==> config.mk <==
export PLATFORM = sky130hd
export DESIGN_NAME = pwm_gen
export DESIGN_NICKNAME = d
export VERILOG_FILES = /design/src/rtl/pwm_pkg.sv /design/src/rtl/pwm_period_counter.sv /design/src/rtl/pwm_gen.sv
export SDC_FILE = /design/constraint.sdc
export NUM_CORES = 1
export LEC_CHECK = 0
export BUFFER_PORTS_ARGS = -buffer_cell sky130_fd_sc_hd__buf_4
export CORE_AREA = 2 2 41 43
export DETAILED_ROUTE_END_ITERATION = 8
export DIE_AREA = 0 0 43 45
export PLACE_DENSITY_LB_ADDON = 0.12
export SKIP_LAST_GASP = 1
export SYNTH_ARGS = -nofsm -noshare
export SYNTH_HDL_FRONTEND = slang
export SYNTH_SLANG_ARGS = --single-unit
==> constraint.sdc <==
create_clock -name clk_pwm -period 2.9 [get_ports clk_pwm]
set_input_delay 0.435 -clock clk_pwm [delete_from_list [all_inputs] [get_ports clk_pwm]]
set_output_delay 0.435 -clock clk_pwm [all_outputs]
set_load 0.1 [all_outputs]
==> src/rtl/pwm_pkg.sv <==
// pwm_pkg: shared constants and elaboration-time helpers for the PWM generator.
// Everything here is evaluated at elaboration only; nothing in this package
// turns into logic by itself.
package pwm_pkg;

  // Duty is given in integer percent, so 100 is the largest meaningful value.
  localparam int DUTY_MAX = 100;

  // Smallest and largest period (in clk_pwm cycles) the generator supports.
  localparam longint F_MIN = 2;
  localparam longint F_MAX = 64'd2147483647;

  // Number of cycles per period during which PWM is high.
  // The multiply is done in 64 bits so that a large period times 100 cannot
  // overflow. The divide truncates toward zero, so for example f=3 at 50 %
  // gives one high cycle.
  function automatic longint pwm_high_cnt(input longint f, input longint duty);
    return (f * duty) / longint'(DUTY_MAX);
  endfunction

  // Width of the period counter. It must hold values 0..f-1. The width is
  // never allowed to drop below one bit.
  function automatic int pwm_cw(input longint f);
    int w;
    w = $clog2(f);
    return (w < 1) ? 1 : w;
  endfunction

endpackage

==> src/rtl/pwm_period_counter.sv <==
// pwm_period_counter: free-running modulo-f counter for the PWM generator.
// The counter counts 0..f-1 and returns to 0 with no extra or missing cycle.
// rst_n is a synchronous, active-low clear. The wrap output is high while the
// counter sits on its last value (f-1).
module pwm_period_counter
  import pwm_pkg::*;
#(
  parameter int f  = 10000,
  parameter int CW = pwm_cw(longint'(f))
) (
  input  logic          clk,
  input  logic          rst_n,
  output logic [CW-1:0] cnt,
  output logic          wrap
);

  // Terminal count, pre-sized to the counter width.
  localparam logic [CW-1:0] LAST = CW'(f - 1);

  logic [CW-1:0] cnt_q;
  logic [CW-1:0] cnt_d;

  // Next count: wrap to zero on the terminal value, otherwise increment.
  always_comb begin
    wrap  = (cnt_q == LAST);
    cnt_d = wrap ? '0 : cnt_q + 1'b1;
  end

  // Counter register with synchronous clear.
  always_ff @(posedge clk) begin
    if (!rst_n) cnt_q <= '0;
    else        cnt_q <= cnt_d;
  end

  assign cnt = cnt_q;

endmodule

==> src/rtl/pwm_gen.sv <==
// pwm_gen: fixed-period, fixed-duty PWM generator.
// A free-running period counter is compared against an elaboration-time
// high count. The comparison result is registered onto PWM, so PWM lags the
// counter by exactly one cycle.
// Optional build macro PWM_SYNC_OUT_EN adds the registered pwm_sync output.
// pwm_sync is a one-cycle pulse on the first cycle of every PWM period.
module pwm_gen
  import pwm_pkg::*;
#(
  parameter int f    = 10000,
  parameter int duty = 50
) (
  input  logic clk_pwm,
  input  logic clr_pwm,
`ifdef PWM_SYNC_OUT_EN
  output logic pwm_sync,
`endif
  output logic PWM
);

  localparam longint HIGH_CNT = pwm_high_cnt(longint'(f), longint'(duty));
  localparam int     CW       = pwm_cw(longint'(f));

  // HIGH_CNT can equal f at 100 % duty, which needs one bit more than the
  // counter. The compare is therefore done at width CW+1.
  localparam logic [CW:0] HIGH_W = (CW + 1)'(HIGH_CNT);

  // Reject illegal configurations while the design is being built.
  if (longint'(f) < F_MIN || longint'(f) > F_MAX) begin : g_bad_f
    $fatal(1, "pwm_gen: period f=%0d outside legal range 2..2^31-1", f);
  end
  if (duty < 0 || duty > DUTY_MAX) begin : g_bad_duty
    $fatal(1, "pwm_gen: duty=%0d outside legal range 0..100", duty);
  end

  logic [CW-1:0] cnt;
  // The wrap flag is not needed here. The sync pulse decodes cnt==0 directly,
  // so it is also correct in the first cycle after reset.
  logic          cnt_wrap_unused;

  pwm_period_counter #(
    .f  (f),
    .CW (CW)
  ) u_cnt (
    .clk   (clk_pwm),
    .rst_n (clr_pwm),
    .cnt   (cnt),
    .wrap  (cnt_wrap_unused)
  );

  logic pwm_q;
  logic pwm_d;

  // The output is high while the counter is below the high count.
  always_comb begin
    pwm_d = ({1'b0, cnt} < HIGH_W);
  end

  // Output flop. It clears synchronously so no partial pulse survives a reset.
  always_ff @(posedge clk_pwm) begin
    if (!clr_pwm) pwm_q <= 1'b0;
    else          pwm_q <= pwm_d;
  end

  assign PWM = pwm_q;

`ifdef PWM_SYNC_OUT_EN
  logic sync_q;
  logic sync_d;

  // Period-start marker. It lines up with PWM's first cycle of each period.
  always_comb begin
    sync_d = (cnt == '0);
  end

  // Sync flop. It uses the same run condition as the PWM output.
  always_ff @(posedge clk_pwm) begin
    if (!clr_pwm) sync_q <= 1'b0;
    else          sync_q <= sync_d;
  end

  assign pwm_sync = sync_q;
`endif

endmodule

# After elaboration in Yosys (flattened, before gate mapping)
# Cells that the tools add are included.
# W data, S select, Z words.
# classes
addsub,1
n_lt_le_gt_ge,1
eq_ne,1
bitwise,1
reduce_logical,1
# op_table
op,count
$add A14 B1 Y14 const B,1
$eq A14 B14 Y1 const B,1
$lt A14 B13 Y1 const B,1
$reduce_or A2 Y1,1
$not A1 Y1,1
# totals
regBits,15
input_bits,2
output_inout_bits,1

# Longest topological paths before layout
# Gate-level depths: netlist of the first run.
# depth
ltp_word,2
depth_mapped,6

# By module
# Synthesis of the first run repeated with hierarchy kept, for this count alone.
# hier_totals
hier_cells,77
area_unflattened_um2,693.2
# modules_own_cells
mod,n_inst,cells_each,area_each_um2
pwm_period_counter,1,71,634.4
pwm_gen,1,6,58.8

# Least setup slack after synthesis of the first run
# OpenSTA, ideal clock, no wires.
# synth_path
path_type,register to register
startpoint,"reg u_cnt.cnt_q[0], in the netlist u_cnt.cnt[0]"
endpoint,"reg u_cnt.cnt_q[11], in the netlist u_cnt.cnt[11]"
setup_time_ns,0.115
arrival_time_ns,1.276
required_time_ns,2.785
path_slack_ns,1.509
stages_incl_launch_ff,6
path_buffers,1
period_less_slack_ns,1.391
cell_sequence,dfxtp_1 > ha_1 > nand3_1 > o31ai_4 > buf_6 > nor2_1
# synth_between
elab_chain_len,2
word_cells_on_any_way,3
classes_between,add/sub (1); eq/ne (1); reduce/logical (1)
# synth_rtl
item,line_no,text
start: declaration,pwm_period_counter.sv:20,logic [CW-1:0] cnt_q;
start signal: assignment,pwm_period_counter.sv:32,else cnt_q <= cnt_d;
"parallel branches: the longest is 2 deep, another holds $add A14 B1 Y14",n/a,
# Several ways; the timed one is not identified.
# A chain may end at the register's enable or synchronous reset.

# Worst setup path after layout of the first run
# layout_path
startpoint,"reg u_cnt.cnt_q[0], in the netlist u_cnt.cnt[0]"
endpoint,"reg u_cnt.cnt_q[9], in the netlist u_cnt.cnt[9]"
# Same word-level chain as after synthesis.

==> metrics.md, run 1 <==
| Metric | Value |
|---|---|
| Synth top area share | `0.436` |
| Worst setup path category | `reg -> reg` |
| Sequential fraction of the synthesis area | `0.436` |
| Multiplexer share of the synthesized area | `0` |
| Setup TNS Final | `0 ps` |
| Post-synth net total | `79` |
| Number of buffers inserted by hold repair at cts | `0` |
| Antenna cells | `0` |
| Antenna-violating nets left | `0` |
| Synthesized area per cell | `9.05 um2` |
| Quantity of gates resized following cts | `0` |
| Post-route clock period utilization | `0.578` |
| Synthesized instance count | `76` |
| Start point of the critical path | `u_cnt.cnt[0]$_SDFF_PP0_` |
| Largest net degree at the start of global routing | `14` |
| Total leakage power | `0.000235 uW` |
| Critical-path cell with the highest stage delay | `sky130_fd_sc_hd__o31ai_4` |
| Reg-to-reg critical path startpoint | `u_cnt.cnt[0]$_SDFF_PP0_` |
| Layout filler cell count | `153` |
| Core footprint | `1470 um2` |
| Share of the synthesized area in compound gates (AO/OA/AOI/OAI) | `0.0382` |
| Fraction of the mapped netlist area in adder cells | `0.0182` |
| Die area | `1940 um2` |
| First drt pass iteration count | `4` |
| Net count of the finished layout | `84` |
| Xor and xnor fraction of the mapped netlist area | `0.153` |
| Simple-gate area share of the yosys netlist | `0.315` |
| Die X-Extent | `43 um` |
| Status | `finished, final reports clean` |
| Maximum fanout along the worst path | `13` |
| Post-route core utilization | `0.498` |
| R2r endpoint | `u_cnt.cnt[9]$_SDFF_PP0_` |
| Power Density | `477 nW/um2` |
| Pins Over Slew Limit | `0` |
| Die H | `45 um` |
| CP Data Required Time | `3050 ps` |
| Peak supply drop | `0.180 mV` |
| Post-Synthesis Cell Area | `688 um2` |
| Worst relative slew slack | `0.634` |
| Starting density of the core | `0.468` |
| Cell Count, Final, Fillers Out | `96` |
| Post-route minimum period | `1680 ps` |
| Reg2Reg Depth | `4` |
| Number of failing setup endpoints in the final timing report | `0` |
| Number of sinks driven by the clock tree | `15` |
| Top area cells in the synthesized netlist | `sky130_fd_sc_hd__dfxtp_1, sky130_fd_sc_hd__nor2_1, sky130_fd_sc_hd__xnor2_1` |
| Setup crit end kind | `flop` |
| Combinational family with the most area after synthesis | `simple AND/OR/NAND/NOR gates` |
| Clock insertion delay at the later pin of the skew report | `280 ps` |
| Count of H-tree levels built during CTS | `1` |
| Hold Crit Start | `clr_pwm` |
| Worst-margin pin slew | `550 ps` |
| Worst Hold Endpoint | `u_cnt.cnt[2]$_SDFF_PP0_` |
| Overall routed net length | `1150 um` |
| Number of distinct standard cells referenced by the synthesized netlist | `19` |
| Via count of the first global-routing pass | `478` |
| Count of max-cap constraint violations | `0` |
| Vias after detailed routing | `506` |
| Max Clock Freq | `596 MHz` |
| Estimated wirelength of the detail-placed design | `812 um` |
| Clk pin slew, worst setup/hold paths | `90 ps` |
| Starting DRC count in detailed routing | `5` |
| Overall overflow remaining after global route | `0` |
| Core Rows | `14` |
| Count of state elements after synthesis | `15` |
| Wire length per cell after detailed routing | `12.0 um` |
| Worst setup SP type | `flop` |
| Slack of the worst reg-to-reg path | `1220 ps` |
| RSZ-0062 raised after global routing | `no` |
| Area growth from synthesis to layout | `6.55%` |
| Hold Path Depth | `2` |
| Number of warnings issued by yosys | `0` |
| CTS Root Cell | `sky130_fd_sc_hd__clkbuf_4` |
| Cell Chain, Critical Path | `ha_1 > nand3_1 > o31ai_4 > nor2_1` |
| Routability congestion estimate | `0.842` |
| Post-route clock skew | `5.73 ps` |
| Inst Count DP | `92` |
| DRC Markers | `0` |
| Count of input and output buffers | `2` |
| Area leader, netlist | `sky130_fd_sc_hd__dfxtp_1` |
| Hold Violations, Final | `0` |
| Setup fix buffers added after clock tree synthesis | `0` |
| Routed via count divided by cell count | `5.27` |
| Share of final-layout standard cells stronger than drive strength 1 | `0.100` |
| Clock Tree Buf Depth | `2` |
| Delay of the slowest cell on the worst path | `580 ps` |
| Initial antenna violation count | `0` |
| Overall track demand over capacity in global routing | `0.150` |
| Global-route wire length before repair | `2100 um` |
| Data arrival time of the worst path | `1820 ps` |
| Hold WC Path Type | `in -> reg` |
| Number of buffers created by CTS | `3` |
| Clock tree from TritonCTS | `done` |
| Top-level I/O count | `3` |
-- placed cells by master, fill, tap and decap left out --
master / n
sky130_fd_sc_hd__and4_1: 1
sky130_fd_sc_hd__nand2_1: 3
sky130_fd_sc_hd__nor4_2: 2
sky130_fd_sc_hd__clkbuf_1: 1
sky130_fd_sc_hd__inv_1: 3
sky130_fd_sc_hd__xor2_1: 5
sky130_fd_sc_hd__or4_1: 1
sky130_fd_sc_hd__nor3_1: 5
sky130_fd_sc_hd__nand3_1: 4
sky130_fd_sc_hd__nor2_1: 17
sky130_fd_sc_hd__clkbuf_4: 3
sky130_fd_sc_hd__dfxtp_1: 15
sky130_fd_sc_hd__nand4_1: 5
sky130_fd_sc_hd__and2_1: 1
sky130_fd_sc_hd__a21oi_1: 1
sky130_fd_sc_hd__o31ai_4: 1
sky130_fd_sc_hd__xnor2_1: 7
sky130_fd_sc_hd__ha_1: 1
sky130_fd_sc_hd__nor4b_1: 2
sky130_fd_sc_hd__buf_4: 2
-- final cells by class --
cell class | instances | area (um2) | share of cell area
clock buffer | 4 | 26.3 | 0.0358
tap | 16 | 20.0 | 0.0273
timing repair buffer | 2 | 15.0 | 0.0205
inverter | 3 | 11.3 | 0.0154
multi-input combinational | 56 | 360 | 0.491
sequential | 15 | 300 | 0.410
-- stage by stage --
stage / hold slack, ps / total power, uW / setup slack (ps) / cell area [um2]
floorplan: 437 / 233 / 1510 / 688
global placement: 456 / 237 / 1280 / 707
detailed placement: 465 / 238 / 1200 / 707
CTS: 379 / 355 / 1180 / 733
global route: 398 / 365 / 1060 / 733
finish: 389 / 350 / 1220 / 733
-- worst max path at each step --
stage / endpoint / cells past startpoint
3_3_place_gp: u_cnt.cnt[12]$_SDFF_PP0_ / 4
3_5_place_dp: u_cnt.cnt[7]$_SDFF_PP0_ / 4
4_1_cts: u_cnt.cnt[8]$_SDFF_PP0_ / 4
5_1_grt: u_cnt.cnt[3]$_SDFF_PP0_ / 4
6_report: u_cnt.cnt[9]$_SDFF_PP0_ / 4
2_1_floorplan: u_cnt.cnt[11]$_SDFF_PP0_ / 5
-- where the power goes --
| group | internal, uW | switching (uW) | total [uW] | leakage (uW) |
|---|---|---|---|---|
| sequential | 210 | 4.18 | 214 | 0.000122 |
| combinational | 6.18 | 11.7 | 17.9 | 0.0000982 |
| clock | 53.3 | 64.4 | 118 | 0.0000150 |
-- sequential cells by signal, summed over array words and instances, names as in the netlist --
register	cells
u_cnt.cnt	14
PWM	1
-- critical path: cells and delay by family, from the launching register on --
kind	cells	cell delay [ps]
compound gates	1	580
flops	1	400
fa+ha+maj	1	210
simple gates	2	360
-- per-layer routing --
metal,part of all wire,global-route usage
met1,0.51,0.189
met2,0.43,0.227
met3,0.043,0.0360
met4,0.017,0.109
met5,0,0
-- synthesized netlist by cell type (all sizes together) --
cell type,count
a21oi,1
ha,1
o31ai,1
or4,1
nor3,5
nand3,4
and2,1
nor4,2
buf,2
and4,1
xor2,5
xnor2,7
nand2,3
nor4b,2
nor2,17
nand4,5
dfxtp,15
inv,3
-- cells by family (layout without fill, tap and decap cells) --
kind of cell | Yosys count | after routing
AO/OA/AOI/OAI | 2 | 2
XOR/XNOR | 12 | 12
adder cells (fa/ha/maj) | 1 | 1
buffers and inverters | 5 | 9
flip-flops | 15 | 15
AND/OR/NAND/NOR | 41 | 41
(Power assumes the default switching activity.)
==> run 2, diff against run 1 <==
--- a/config.mk
+++ b/config.mk
@@ -5,10 +5,11 @@
 export SDC_FILE = /design/constraint.sdc
 export NUM_CORES = 1
 export LEC_CHECK = 0
+export ABC_AREA = 1
 export BUFFER_PORTS_ARGS = -buffer_cell sky130_fd_sc_hd__buf_4
-export CORE_AREA = 2 2 41 43
+export CORE_AREA = 2 2 43 45
 export DETAILED_ROUTE_END_ITERATION = 8
-export DIE_AREA = 0 0 43 45
+export DIE_AREA = 0 0 45 47
 export PLACE_DENSITY_LB_ADDON = 0.12
 export SKIP_LAST_GASP = 1
 export SYNTH_ARGS = -nofsm -noshare
==> constraint.sdc (replaced) <==
create_clock -name clk_pwm -period 1.5 [get_ports clk_pwm]
set_input_delay 0.225 -clock clk_pwm [delete_from_list [all_inputs] [get_ports clk_pwm]]
set_output_delay 0.225 -clock clk_pwm [all_outputs]
set_load 0.1 [all_outputs]
==> run 2 against run 1 <==
  * First-iteration DRC count rose by 120%
  * Sequential power increased by 93%
  * Power rose by 92%
  * Cell count increased by 40%
  * Count of clock-buffer cells in the layout did not move
  * Register-to-register slack worse by 1000 ps
  * Clock skew grew 1.5 ps
  * Critical path type unchanged
==> metrics.md, run 2 <==
| Metric | Value |
|---|---|
| Worst relative slew slack | `0.807 (+0.173)` |
| Buffers and inverters on the worst path | `0 (unchanged)` |
| Routed via count divided by cell count | `4.99 (-5.4%)` |
| Post-synth top cells | `sky130_fd_sc_hd__nand2_1, sky130_fd_sc_hd__nor2_1, sky130_fd_sc_hd__dfxtp_1` |
| Via count of the first global-routing pass | `557 (+17%)` |
| Status | `finished, final reports clean` |
| Count of input and output buffers | `2 (unchanged)` |
| Die X-Extent | `45 um (+4.7%)` |
| Die H | `47 um (+4.4%)` |
| Number of buffers inserted by hold repair at cts | `0 (unchanged)` |
| Cell mode on critical path | `sky130_fd_sc_hd__nor2_1` |
| Clock insertion delay at the later pin of the skew report | `280 ps (about the same)` |
| Clock share of power | `0.331 (-0.005)` |
| Count of H-tree levels built during CTS | `1 (unchanged)` |
| Antenna-violating nets left | `0 (unchanged)` |
| Sequential fraction of the synthesis area | `0.392 (-0.0442)` |
| Number of sinks driven by the clock tree | `15 (unchanged)` |
| DRC Markers | `0 (unchanged)` |
| Setup TNS Final | `0 ps (unchanged)` |
| Power Density | `824 nW/um2 (+73%)` |
| Most used cells in the layout excluding fill and tap cells | `sky130_fd_sc_hd__nand2_1, sky130_fd_sc_hd__nor2_1, sky130_fd_sc_hd__dfxtp_1, sky130_fd_sc_hd__inv_1, sky130_fd_sc_hd__nand3_1` |
| Starting density of the core | `0.464 (-0.00405)` |
| Data arrival time of the worst path | `1480 ps (-340 ps)` |
| Routability congestion estimate | `0.807 (-4.1%)` |
| Global-route wire length before repair | `2380 um (+13%)` |
| Hold WC Path Type | `in -> reg` |
| Maximum fanout along the worst path | `14 (+1)` |
| Worst-margin pin slew | `289 ps (-261 ps)` |
| Post-route clock period utilization | `0.879 (+0.301)` |
| Synth top area share | `0.392 (-0.0442)` |
| Area leader, netlist | `sky130_fd_sc_hd__dfxtp_1` |
| Number of buffers created by CTS | `3 (unchanged)` |
| Post-route minimum period | `1320 ps (-358 ps)` |
| First drt pass iteration count | `4 (unchanged)` |
| Share of flip-flops with an asynchronous set or reset | `0 (unchanged)` |
| CTS Root Cell | `sky130_fd_sc_hd__clkbuf_4` |
| Count of max-cap constraint violations | `0 (unchanged)` |
| Largest net degree at the start of global routing | `15 (+1)` |
| CP Data Required Time | `1660 ps (-1390 ps)` |
| Number of warnings issued by yosys | `0 (unchanged)` |
| Area growth from synthesis to layout | `6.70%` |
| Clk pin slew, worst setup/hold paths | `80 ps (about the same)` |
| Total leakage power | `0.000279 uW (+19%)` |
| Clock Tree Buf Depth | `2 (unchanged)` |
| Flip-flop count of the largest register, all copies and words added | `14 (unchanged)` |
| Count of state elements after synthesis | `15 (unchanged)` |
| Clock tree from TritonCTS | `done` |
| RSZ-0062 raised after global routing | `no` |
| Hold Violations, Final | `0 (unchanged)` |
| Post-Synthesis Cell Area | `766 um2 (+11%)` |
| Number of enable flip-flop cells after synthesis | `0 (unchanged)` |
| Pins Over Slew Limit | `0 (unchanged)` |
| Number of distinct standard cells referenced by the synthesized netlist | `16 (-3)` |
| Max Clock Freq | `758 MHz (+27%)` |
| Net count of the finished layout | `121 (+44%)` |
| Initial antenna violation count | `0 (unchanged)` |
| Power spent charging and discharging nets | `152 uW (+89%)` |
| Internal power consumption | `521 uW (+93%)` |
| Setup fix buffers added after clock tree synthesis | `0 (unchanged)` |
| Estimated wirelength of the detail-placed design | `1070 um (+32%)` |
| Quantity of gates resized following cts | `0 (unchanged)` |
| Share of final-layout standard cells stronger than drive strength 1 | `0.111 (+0.0111)` |
| Cell Chain, Critical Path | `ha_1 > nand3_2 > nor2_1 > nand2_1 > nand2_2 > nor2_1` |
| Antenna cells | `0 (unchanged)` |
| Peak supply drop | `0.500 mV (+180%)` |
| Core footprint | `1650 um2 (+12%)` |
| Kind of cell with the highest combined delay on the critical path | `simple AND/OR/NAND/NOR gates` |
| Delay of the slowest cell on the worst path | `370 ps (-210 ps)` |
| Overall power after layout | `673 uW (+92%)` |
| Synthesized area per cell | `6.84 um2 (-24%)` |
| Vias after detailed routing | `668 (+32%)` |
| Worst setup SP type | `flop` |
| Part of the power in registers | `0.614 (+0.002)` |
| Core Rows | `15 (+1)` |
| Most common cell after layout, fill and taps aside | `sky130_fd_sc_hd__nand2_1` |
| Overall routed net length | `1390 um (+20%)` |
| Number of failing setup endpoints in the final timing report | `0 (unchanged)` |
| Switching part of the total | `0.226 (-0.00366)` |
| Cell with the most instances after synthesis | `sky130_fd_sc_hd__nand2_1` |
| Setup crit end kind | `flop` |
| Share of power burned in combinational logic | `0.055 (+0.004)` |
| Top-level I/O count | `3 (unchanged)` |
| Overall track demand over capacity in global routing | `0.159 (+0.00886)` |
| Starting DRC count in detailed routing | `11 (+6)` |
| Top_reg_cell synth | `sky130_fd_sc_hd__dfxtp_1` |
| Post-synth net total | `115 (+46%)` |
| Worst setup path category | `reg -> reg` |
| Synthesized instance count | `112 (+47%)` |
| Critical-path cell with the highest stage delay | `sky130_fd_sc_hd__dfxtp_1` |
| Post-route clock skew | `7.23 ps (+1.50 ps)` |
| Top area cells in the synthesized netlist | `sky130_fd_sc_hd__dfxtp_1, sky130_fd_sc_hd__nand2_1, sky130_fd_sc_hd__nor2_1` |
| Die area | `2120 um2 (+9.3%)` |
| Overall overflow remaining after global route | `0 (unchanged)` |
| Wire length per cell after detailed routing | `10.3 um (-14%)` |
-- run 2: cell types whose count changed after synthesis, moves of 2 or more --
cell / before / now
sky130_fd_sc_hd__xnor2_1: 7 / 2
sky130_fd_sc_hd__a21oi_1: 1 / 5
sky130_fd_sc_hd__xor2_1: 5 / 3
sky130_fd_sc_hd__nor4_2: 2 / 0
sky130_fd_sc_hd__nand3_1: 4 / 10
sky130_fd_sc_hd__inv_1: 3 / 13
sky130_fd_sc_hd__nor2_2: 0 / 6
sky130_fd_sc_hd__nand2_1: 3 / 29
sky130_fd_sc_hd__nor4b_1: 2 / 0
sky130_fd_sc_hd__nor3_1: 5 / 0
-- run 2: worst paths after layout --
kind / startpoint / endpoint / slack [ps] / depth (start not counted)
min: clr_pwm / PWM$_SDFF_PN0_ / 220 / 3
max reg2reg: u_cnt.cnt[0]$_SDFF_PP0_ / u_cnt.cnt[5]$_SDFF_PP0_ / 180 / 6
max: u_cnt.cnt[0]$_SDFF_PP0_ / u_cnt.cnt[5]$_SDFF_PP0_ / 180 / 6
min reg2reg: u_cnt.cnt[0]$_SDFF_PP0_ / u_cnt.cnt[0]$_SDFF_PP0_ / 470 / 1
-- run 2: power groups by stage --
stage          clock network [uW]  registers, uW  logic [uW]
2_1_floorplan                   0            432        21.7
3_3_place_gp                    0            422        37.6
3_5_place_dp                    0            423        37.6
4_1_cts                       235            413        37.8
5_1_grt                       257            415        41.4
6_report                      223            413        37.2
-- run 2: per-stage QoR --
stage,cell area [um2],util,worst slack (ps),instances,hold WS (ps)
after CTS,817,0.495,162,134,207
final,817,0.495,181,134,220
after global routing,817,0.495,35.4,134,232
after detailed placement,791,0.479,181,130,456
after floorplan,766,-,300,112,369
after global placement,791,0.479,203,130,446
-- run 2: cells by family (layout without fill, tap and decap cells) --
logic type | Yosys count | in the layout | synth area share
flip-flops | 15 | 15 | 0.392
adder cells (fa/ha/maj) | 1 | 1 | 0.0163
XOR/XNOR | 5 | 5 | 0.0572
buffers and inverters | 14 | 19 | 0.0784
AND/OR/NAND/NOR | 70 | 70 | 0.407
AO/OA/AOI/OAI | 7 | 7 | 0.0490
-- run 2: area by class of cell --
type / instances / area, um2
timing repair buffer: 2 / 15.0
multi-input combinational: 83 / 405
tap: 17 / 21.3
sequential: 15 / 300
fill: 173 / 835
inverter: 13 / 48.8
clock buffer: 4 / 26.3
-- run 2: per-layer routing --
metal  global-route usage  up-vias  routed length, um
met1                0.219      291                724
met2                0.231        6                605
met4                0.106        0                 12
met5                    0        -                  0
met3               0.0231        2                 43
li1                     -      369                  -
-- run 2: worst register-to-register path, cell delays in order, from the launching register on --
cell	delay (ps)
sky130_fd_sc_hd__dfxtp_1	370
sky130_fd_sc_hd__ha_1	230
sky130_fd_sc_hd__nand3_2	110
sky130_fd_sc_hd__nor2_1	110
sky130_fd_sc_hd__nand2_1	70
sky130_fd_sc_hd__nand2_2	230
sky130_fd_sc_hd__nor2_1	80
